`src/rtl/step_sequencer.sv`:
```
// step_sequencer: programmable multi-channel step sequencer.
// A writable NUM_CH x STEPS pattern memory of {gate, note} entries is stepped
// through at a rate of one step every (tempo_div+1) clocks while run is high.
// Optional build macro: TRANSPOSE_EN (per-channel signed semitone offset with
// saturation applied to loaded notes). When undefined, transpose is ignored.
module step_sequencer #(
  parameter int NUM_CH = 4,
  parameter int NOTE_W = 6,
  parameter int STEPS  = 16,
  parameter int STEP_W = 4,
  parameter int DIV_W  = 24,
  localparam int CH_W  = (NUM_CH > 1) ? $clog2(NUM_CH) : 1
) (
  input  logic                     clk,
  input  logic                     rst,
  input  logic                     run,
  input  logic [DIV_W-1:0]         tempo_div,
  input  logic [STEP_W-1:0]        last_step,
  input  logic                     wr_en,
  input  logic [CH_W-1:0]          wr_ch,
  input  logic [STEP_W-1:0]        wr_step,
  input  logic [NOTE_W-1:0]        wr_note,
  input  logic                     wr_gate,
  input  logic [NUM_CH*6-1:0]      transpose,
  output logic [NUM_CH*NOTE_W-1:0] note_out,
  output logic [NUM_CH-1:0]        gate_out,
  output logic [STEP_W-1:0]        step_idx,
  output logic                     step_pulse,
  output logic                     beat_led
);

  // Pattern memory entry layout: {gate, note}
  logic [NOTE_W:0]       mem [NUM_CH][STEPS];

  logic [DIV_W-1:0]      cnt_p0;
  logic                  run_p0;
  logic                  advance;
  logic [STEP_W-1:0]     nxt_step;
  logic [NUM_CH-1:0]     ld_gate;
  logic [NUM_CH-1:0]     rs_gate;
  logic [NOTE_W-1:0]     ld_note [NUM_CH];

`ifdef TRANSPOSE_EN
  localparam logic signed [NOTE_W+1:0] NOTE_MIN = (NOTE_W+2)'(1);
  localparam logic signed [NOTE_W+1:0] NOTE_MAX = (NOTE_W+2)'((1 << NOTE_W) - 1);

  // Clamp a widened transposed note into the playable range 1..2^NOTE_W-1
  function automatic logic [NOTE_W-1:0] sat_note(input logic signed [NOTE_W+1:0] v);
    if (v < NOTE_MIN)      return NOTE_W'(1);
    else if (v > NOTE_MAX) return '1;
    else                   return v[NOTE_W-1:0];
  endfunction

  // Rests (note 0) are never transposed; anything else is offset then clamped
  function automatic logic [NOTE_W-1:0] transpose_note(input logic [NOTE_W-1:0] n,
                                                       input logic signed [5:0] t);
    logic signed [NOTE_W+1:0] sum;
    sum = $signed({2'b00, n}) + $signed({{(NOTE_W-4){t[5]}}, t});
    if (n == '0) return '0;
    return sat_note(sum);
  endfunction
`else
  logic unused_transpose;
  assign unused_transpose = ^transpose;
`endif

  assign advance  = run && (cnt_p0 >= tempo_div);
  assign nxt_step = (step_idx >= last_step) ? '0 : step_idx + STEP_W'(1);

  // Pattern read: entry for the upcoming step, and the current step for gate restore
  always_comb begin
    for (int c = 0; c < NUM_CH; c++) begin
      ld_gate[c] = mem[c][nxt_step][NOTE_W];
      rs_gate[c] = mem[c][step_idx][NOTE_W];
`ifdef TRANSPOSE_EN
      ld_note[c] = transpose_note(mem[c][nxt_step][NOTE_W-1:0], transpose[c*6 +: 6]);
`else
      ld_note[c] = mem[c][nxt_step][NOTE_W-1:0];
`endif
    end
  end

  // Tick counter: counts while running, clears after the advance cycle
  always_ff @(posedge clk) begin
    if (rst) begin
      cnt_p0 <= '0;
    end else if (run) begin
      if (cnt_p0 >= tempo_div) cnt_p0 <= '0;
      else                     cnt_p0 <= cnt_p0 + DIV_W'(1);
    end
  end

  // Step position, strobes and per-channel note/gate outputs
  always_ff @(posedge clk) begin
    if (rst) begin
      step_idx   <= '0;
      step_pulse <= 1'b0;
      beat_led   <= 1'b0;
      gate_out   <= '0;
      note_out   <= '0;
      run_p0     <= 1'b0;
    end else begin
      run_p0 <= run;
      if (advance) begin
        step_idx   <= nxt_step;
        step_pulse <= 1'b1;
        beat_led   <= ~beat_led;
        gate_out   <= ld_gate;
        for (int c = 0; c < NUM_CH; c++) begin
          // Gate-off steps leave the previous note sustaining
          if (ld_gate[c]) note_out[c*NOTE_W +: NOTE_W] <= ld_note[c];
        end
      end else begin
        step_pulse <= 1'b0;
        if (!run)        gate_out <= '0;
        else if (!run_p0) gate_out <= rs_gate;
      end
    end
  end

  // Pattern memory writes; out-of-range channels are dropped
  always_ff @(posedge clk) begin
    if (rst) begin
      for (int c = 0; c < NUM_CH; c++)
        for (int s = 0; s < STEPS; s++)
          mem[c][s] <= '0;
    end else if (wr_en && (int'(wr_ch) < NUM_CH)) begin
      mem[wr_ch][wr_step] <= {wr_gate, wr_note};
    end
  end

endmodule

```
`config.mk`:
```
export PLATFORM = sky130hd
export DESIGN_NAME = step_sequencer
export DESIGN_NICKNAME = d
export VERILOG_FILES = /design/src/rtl/step_sequencer.sv
export SDC_FILE = /design/constraint.sdc
export NUM_CORES = 1
export LEC_CHECK = 0
export CORE_ASPECT_RATIO = 0.9
export CORE_MARGIN = 2
export CORE_UTILIZATION = 46
export CTS_CLUSTER_SIZE = 24
export DETAILED_ROUTE_END_ITERATION = 10
export HOLD_SLACK_MARGIN = 0.08
export REMOVE_ABC_BUFFERS = 1
export SYNTH_ARGS = -nofsm -noshare
export SYNTH_HDL_FRONTEND = slang
export SYNTH_SLANG_ARGS = --single-unit
```
`constraint.sdc`:
```
create_clock -name clk -period 5.6 [get_ports clk]
set_clock_uncertainty 0.05 [all_clocks]
set_input_delay 1.68 -clock clk [delete_from_list [all_inputs] [get_ports clk]]
set_output_delay 1.68 -clock clk [all_outputs]
set_load 0.02 [all_outputs]
```
Word-level counts from Yosys, hierarchy flattened. Memory sizes are Yosys's and may differ from the RTL's. Index checks and enable logic that the tools add are counted. W data, S select, Z words.

Memories kept: 1. Word-level logic and storage cells: 71. Memory bits (writable): 448. Bits in registers: 59. Latch bits: 0. ROM bits: 0. Input port bits: 69.

Memories: mem (depth 4, bits a word 112, read ports 4, clocked after Yosys merged registers in 0, write ports 4, line 33) `logic [NOTE_W:0] mem [NUM_CH][STEPS];`.

Reductions and logical operators: 7. Div/mod/pow operators: 0. Add/sub/neg operators: 2. Magnitude comparators: 6. Bitwise operators: 4. Muxes and demuxes: 40. Multiply operators: 0. Shift operators: 0. Equality and inequality tests: 1.

Operator list (count): $mux W112 (3); $bmux W7 S4 (8); $mux W7 (17); $reduce_or A112 Y1 (1); $demux W7 S4 (1); $add A24 B1 Y24 const B (1); $ge A24 B24 Y1 (1); $mux W24 (1); $mux W4 (4); $ge A5 B5 Y1 const B (3); $not A4 Y5 (3); $reduce_and A2 Y1 (4); $lt A5 B1 Y1 const B (1); $mux W1 (5); $add A4 B1 Y4 const B (1); $ge A4 B4 Y1 (1); $ne A3 B2 Y1 const B (1); $logic_and A1 B1 Y1 (2); $mux W2 (1); $not A1 Y1 (1).

Longest topological paths before layout. Gate-level depths: netlist of run 1.

Depth in word-level cells: 8. Depth in mapped cells: 16. Mapped depth without buffers: 9.

Least setup slack after synthesis of run 1. No wires, ideal clock.

Path type: input-to-reg. Start point: input port tempo_div[15]. End point: register note_out[12]. Arrival: 3.878 ns. Required time: 5.429 ns. Library setup time: 0.121 ns. Path slack: 1.552 ns. Cell stages on the path: 9. Path through: inv_1 -> ha_1 -> a211oi_1 -> o21ai_0 -> o221ai_1 -> o211ai_1 -> o21ai_1 -> o21bai_1 -> mux2_2.

Longest elaborated chain between the ends: 3.

RTL lines: start, declared (line 17) `input logic [DIV_W-1:0] tempo_div,`; $ge A24 B24 Y1 (line 67) `assign advance = run && (cnt_p0 >= tempo_div);`; $logic_and A1 B1 Y1 (line 67); $reduce_and A2 Y1 (no line); end signal, assigned by index (line 111) `if (ld_gate[c]) note_out[c*NOTE_W +: NOTE_W] <= ld_note[c];`; end, declared (line 25) `output logic [NUM_CH*NOTE_W-1:0] note_out,`.

Every way passes these cells. A chain may end at the register's enable or synchronous reset.

Final worst setup path of run 1.
Start point: input port last_step[0]. End point: register note_out[20].

Longest elaborated chain between the ends: 7.

RTL lines: start, declared (line 18) `input logic [STEP_W-1:0] last_step,`; $ge A4 B4 Y1 (*) (line 68) `assign nxt_step = (step_idx >= last_step) ? '0 : step_idx + STEP_W'(1);`; $mux W4 (*) (line 68); $not A4 Y5 (not written as such) (*) (line 73, 78); $bmux W7 S4 (*) (line 73, 78); $mux W7 (not written as such) (*) (2 in a row) (line 78) `ld_note[c] = mem[c][nxt_step][NOTE_W-1:0];`; $reduce_and A2 Y1 (no line).

Mark *: on every way between the ends. The rest lies on a longest branch, timed or not. The select of a mux whose other input is x is not followed.

==> flow_summary_export.csv, run 1 <==
group,metric,value,unit
run_status,outcome,"finished clean",
clock_tree,path_clk_slew,0.06,ns
clock_tree,cts_root_buffer,"clkbuf_16",
placement,dp.cells,2768,
timing,rsz0062_at_grt,"false",
route,wl_per_cell,23.5,µm
floorplan,num_rows,79,
grt,grt_start_max_net_pins,78,
floorplan,pin_count,103,
logic_synthesis,synth-main-ff-cell,"edfxtp_1",
floorplan,dieArea,0.0547,mm²
pwr,power_per_cell_area,302,mW/mm²
logic_synthesis,synth_seq_area_share,0.602,
timing,slew_viol_final,0,
grt,grt_usage,0.247,
timing,tightest_slew,1.15,ns
timing,timing.fmax,210,MHz
setup_path,cp-start-kind,"input port",
grt,grt.overflow.total,0,
pwr,total_power,8.34,mW
setup_path,required,6.08,ns
route,drc,0,
grt,antenna_found_initial,0,
route,dr_wl_met2,30200,µm
logic_synthesis,yosysUniqueCellTypes,60,
timing,setup_viol,0,
route,firstDrtPassIters,5,
clock_tree,h-tree-depth,2,
clock_tree,cts-resized-gates,0,
layout,num_antenna_cells,0,
clock_tree,cts_buffers,54,
timing,min_period_over_period,0.848,
route,wl_met3,4910,µm
floorplan,start_util,0.468,
layout,drive_gt1_frac,0.114,
layout,nNetsFinal,2235,
hold_path,hold_path.class,"flop to flop",
route,totalWireLength,67400,µm
route,routed.top_layer,"met4",
setup_path,crit_path_max_fanout,31,
timing,hold_viol_final,0,
logic_synthesis,avgSynthCellArea,11.6,µm²
setup_path,setup.worst_path.end_class,"flop",
setup_path,critical_path_class,"input port to flop",
pwr,peakVddDrop,0.241,mV
timing,maxSlewHeadroom,0.231,
route,vias_per_cell,5.78,
floorplan,fp.coreArea,0.0520,mm²
placement,place_congestion,0.836,
placement,portBuffers,78,
logic_synthesis,yosys_warnings,0,
logic_synthesis,synthCells,2093,
route,antenna_left,0,
timing,period_needed,4.75,ns
layout,syn_to_final_growth,13.5,%
clock_tree,ctsHoldBuffers,0,
floorplan,die_w,246,µm
layout,final_cells,2869,
placement,dp_hpwl,43500,µm
clock_tree,cts_tree,"done",
setup_path,arrival,5.23,ns
flow_run,max-cap-violations,0,
grt,grt_pass1_wl,102000,µm
route,vias,16600,
logic_synthesis,synth-seq-cells,507,
logic_synthesis,syn-cell-area,0.0243,mm²
logic_synthesis,synth-async-reset-ratio,0,
floorplan,dieHeight,222,µm
clock_tree,clock-sinks,507,
route,drt_iter0_markers,1578,
route,wl_met1,30600,µm
pwr,leakagePower,9.72,nW
clock_tree,insertion_delay,0.61,ns
clock_tree,cts_buffer_depth,3,
grt,grt_pass1_vias,16200,
logic_synthesis,synth-edff-count,448,
clock_tree,post_cts_buffers,0,
==> kinds of logic after synthesis <==
family | count (synthesis) | synth area share
compound gates | 238 | 0.0768
xor+xnor | 27 | 0.00972
fa+ha+maj | 30 | 0.0154
buf+inv | 183 | 0.0302
flops | 507 | 0.602
mux | 67 | 0.0382
simple gates | 1041 | 0.228
==> cells in the final DEF (no fill, tap or decap), drive strengths merged, types with 30 or more instances in the layout <==
master | synthesis | routed
edfxtp | 448 | 448
clkbuf | 105 | 81
or2 | 65 | 65
nand3 | 95 | 95
o221ai | 79 | 79
and2 | 451 | 451
a21oi | 52 | 52
nor2 | 107 | 107
inv | 35 | 37
ha | 30 | 30
clkdlybuf4s50 | 0 | 70
nand4 | 33 | 33
dfxtp | 59 | 59
mux2i | 41 | 41
buf | 43 | 65
nand2 | 243 | 243
==> worst max-delay path: stages <==
cell             delay, ns
clkdlybuf4s50_1       0.50
ha_1                  0.36
or3b_4                0.43
a211oi_4              0.45
buf_12                0.26
a221oi_1              0.10
a2111oi_0             0.52
o221ai_1              0.22
buf_4                 0.25
a311o_1               0.29
a21oi_1               0.15
==> sequential cells by signal (all words and copies together) (netlist names) <==
signal and count:
step_idx 4, step_pulse 1, beat_led 1, cnt_p0 24
run_p0 1, gate_out 4, note_out 24, mem 448
==> through the flow <==
step	util	instance area, µm²	TNS (ns)	setup slack, ns	hold WS (ns)
after global routing	0.531	27600	0	0.790	0.428
after floorplan	-	23700	-170.46	-6.34	0.434
after CTS	0.531	27600	0	0.981	0.405
after global placement	0.497	25800	0	0.371	0.392
after detailed placement	0.497	25800	0	0.350	0.397
final	0.531	27600	0	0.849	0.403
==> cell type report <==
class                      count  area, µm²
tap                          688        861
clock inverter                20        205
fill                        4487      24400
multi-input combinational   1403       8990
timing repair buffer         135       1220
clock buffer                  81       1550
inverter                      35        131
sequential                   507      14600
==> where the power goes <==
part / leakage, nW / switching (mW) / total, mW / internal, mW
sequential: 4.73 / 0.0703 / 4.35 / 4.28
clock: 0.855 / 1.48 / 3.58 / 2.10
combinational: 4.13 / 0.281 / 0.413 / 0.132
total: 9.72 / 1.83 / 8.34 / 6.51
==> layer usage <==
| metal | up-vias | track usage |
|---|---|---|
| li1 | 7616 | - |
| met1 | 8213 | 0.367 |
| met2 | 642 | 0.377 |
| met3 | 101 | 0.0372 |
| met4 | 0 | 0.0707 |
| met5 | - | 0 |
==> path summary, 6_finish.rpt <==
kind / startpoint / end / slack (ns) / depth (start not counted)
hold reg to reg: note_out[10] / note_out[10] / 0.40 / 2
setup / recovery: last_step[0] / note_out[20] / 0.85 / 11
setup reg to reg: step_idx[0] / note_out[20] / 1.52 / 11
hold / removal: note_out[10] / note_out[10] / 0.40 / 2
==> cells in the mapped netlist (5+ instances only) <==
cell	instances	area, µm²
a2111oi_0	5	43.8
a211o_1	8	70.1
a211oi_1	9	67.6
a21oi_1	52	260
a311o_1	5	50.1
a311oi_1	8	70.1
a31oi_1	8	50.1
a32oi_1	22	193
and2_1	451	2820
buf_1	14	52.6
buf_2	26	130
clkbuf_1	105	394
dfxtp_1	59	1180
edfxtp_1	448	13500
ha_1	30	375
inv_1	35	131
mux2_2	6	67.6
mux2i_1	41	410
mux4_2	20	450
nand2_1	243	912
nand2b_1	7	43.8
nand3_1	95	475
nand3b_1	5	37.5
nand4_1	33	206
nor2_1	107	402
nor2b_1	9	56.3
nor3_1	10	50.1
o211ai_1	11	82.6
o221ai_1	78	683
or2_2	65	407
xnor2_1	14	123
xor2_1	13	114
(Power assumes the default switching activity.)
==> run 2: changes to the inputs <==
--- a/config.mk
+++ b/config.mk
@@ -11,6 +11,7 @@
 export CTS_CLUSTER_SIZE = 24
 export DETAILED_ROUTE_END_ITERATION = 10
 export HOLD_SLACK_MARGIN = 0.08
+export PLACE_DENSITY = 0.66
 export REMOVE_ABC_BUFFERS = 1
 export SYNTH_ARGS = -nofsm -noshare
 export SYNTH_HDL_FRONTEND = slang
==> constraint.sdc (replaced) <==
create_clock -name clk -period 4 [get_ports clk]
set_clock_uncertainty 0.05 [all_clocks]
set_input_delay 1.2 -clock clk [delete_from_list [all_inputs] [get_ports clk]]
set_output_delay 1.2 -clock clk [all_outputs]
set_load 0.02 [all_outputs]
==> run 2 against run 1 <==
Register-to-register slack lost 0.84 ns. Sequential share of layout area down 1.7 points. Sequential power rose by 40%. Hold slack about the same. Worst setup slack got worse by 0.62 ns. Final cell count increased by 4.1%. Clock-buffer cell count down 2. Wire length is 0.98% lower. Design area up 3.3%. Largest power group unchanged. Combinational power grew 46%.
==> flow_summary_export.csv, run 2 (synthesis results as in run 1) <==
group,metric,value,unit
layout,stdcell_area,0.0285,mm²
layout,fillCellCount,4471,
layout,layout_common_cells,"and2_1, edfxtp_1, nand2_1",
clock_tree,cts_root_buffer,"clkbuf_16",
layout,mostFrequentLayoutCell,"and2_1",
run_status,outcome,"finished clean",
placement,dp.cells,2889,
floorplan,dieHeight,222,µm
setup_path,critical_path_class,"input port to flop",
setup_path,setup.worst_path.end_class,"flop",
clock_tree,cts_buffer_depth,3,
route,vias_per_cell,5.71,
floorplan,num_rows,79,
layout,postLayoutCoreUtil,0.548,
route,vias,17100,
grt,grt_start_max_net_pins,78,
floorplan,pin_count,103,
timing,min_period_over_period,0.944,
clock_tree,path_clk_slew,0.06,ns
placement,dp_hpwl,45900,µm
setup_path,cp_top_family,"buffers and inverters",
grt,grt_usage,0.244,
clock_tree,cts_tree,"done",
setup_path,path_cells,"clkdlybuf4s50_1 -> inv_1 -> ha_1 -> buf_4 -> nor3b_1 -> o211ai_1 -> buf_4 -> buf_4 -> nor3_2 -> buf_4 -> a31oi_1 -> nand4_1 -> a21oi_1 -> mux2_2",
timing,timing.fmax,265,MHz
timing,maxSlewHeadroom,0.361,
pwr,peakVddDrop,0.277,mV
clock_tree,insertion_delay,0.61,ns
setup_path,cp-start-kind,"input port",
route,drt_iter0_markers,1589,
timing,hold_viol_final,0,
floorplan,dieArea,0.0547,mm²
placement,postPlaceCellArea,0.0269,mm²
floorplan,start_util,0.468,
clock_tree,cts_buffers,52,
timing,rsz0062_at_grt,"false",
clock_tree,h-tree-depth,2,
placement,portBuffers,78,
floorplan,die_w,246,µm
timing,slew_viol_final,0,
clock_tree,ctsHoldBuffers,0,
layout,nNetsFinal,2356,
route,firstDrtPassIters,5,
setup_path,required,4.44,ns
hold_path,hold_path.class,"flop to flop",
pwr,leakagePower,10.3,nW
pwr,power_per_cell_area,394,mW/mm²
grt,grt.overflow.total,0,
setup_path,path_common_cell,"buf_4",
timing,period_needed,3.78,ns
timing,setup_viol,0,
grt,grt_pass1_vias,16800,
grt,antenna_found_initial,3,
route,drc,0,
layout,drive_gt1_frac,0.156,
flow_run,max-cap-violations,0,
setup_path,cp_slowest_cell,"clkdlybuf4s50_1",
layout,largest_reg_flops,448,
grt,grt_pass1_wl,101000,µm
timing,tightest_slew,0.958,ns
floorplan,fp.coreArea,0.0520,mm²
setup_path,crit_path_max_fanout,7,
layout,final_cells,2988,
setup_path,critPathBufInv,6,
layout,largest_register,"mem",
placement,place_congestion,0.891,
route,totalWireLength,66700,µm
layout,syn_to_final_growth,17.2,%
setup_path,arrival,4.22,ns
layout,largestRegisters,"mem x448, cnt_p0 x24, note_out x24",
route,wl_per_cell,22.3,µm
setup_path,critical-path-max-stage-delay,0.46,ns
route,antenna_left,0,
clock_tree,clock-sinks,507,
run 2: cell types whose count changed in the layout (fill, tap and decap cells not counted), sizes merged:
cell	change
buf	+123
bufinv	-3
clkbuf	-2
clkinv	+1
clkinvlp	-2
diode	+3
inv	-1
run 2: final timing paths:
kind,slack [ns],to,cells after the start,start
setup / recovery,0.22,note_out[16],14,last_step[1]
hold / removal,0.40,note_out[8],2,note_out[8]
setup reg to reg,0.68,note_out[4],10,step_idx[0]
hold reg to reg,0.40,note_out[8],2,note_out[8]
run 2: through the flow:
stage / TNS (ns) / hold WS (ns) / setup slack, ns / power, mW
floorplan: -220.03 / 0.434 / -7.94 / 6.45
global placement: -11.39 / 0.397 / -0.399 / 6.78
detailed placement: -12.84 / 0.395 / -0.440 / 6.81
CTS: 0 / 0.403 / 0.188 / 11.3
global route: 0 / 0.425 / 0.116 / 11.6
finish: 0 / 0.403 / 0.224 / 11.2
run 2: final cells by class:
type                    count  area (µm²)  share of cell area
inverters                  35         131             0.00461
clock buffers              79        1430              0.0503
well taps                 688         861              0.0302
repair buffers            258        2330              0.0818
multi-input cells        1403        8990               0.316
flip-flops and latches    507       14600               0.514
diodes                      3        7.51            0.000263
clock inverters            15         106             0.00373
run 2: worst reg2reg max path: stages, from the launching register on:
cell and delay, ns:
dfxtp_2 0.35, buf_4 0.41, ha_1 0.33, inv_1 0.31
nand2_1 0.36, nand2_1 0.35, a311oi_1 0.17, o221ai_2 0.50
buf_4 0.23, nand2_1 0.05, a21oi_1 0.13
run 2: repair_timing:
| action | 4_1_cts | 5_1_grt |
|---|---|---|
| setup endpoints to repair | 0 | 8 |
| buffers inserted | 0 | 2 |
| gates resized for setup | 0 | 0 |
run 2: per-layer routing:
metal	wire, µm	global-route usage
met1	28800	0.343
met2	30400	0.379
met3	5720	0.0516
met4	1870	0.0736
met5	9	0
run 2: where the power goes:
| group | internal [mW] | switching (mW) |
|---|---|---|
| sequential | 5.99 | 0.102 |
| clock | 2.52 | 2.01 |
| combinational | 0.214 | 0.389 |
| total | 8.73 | 2.50 |
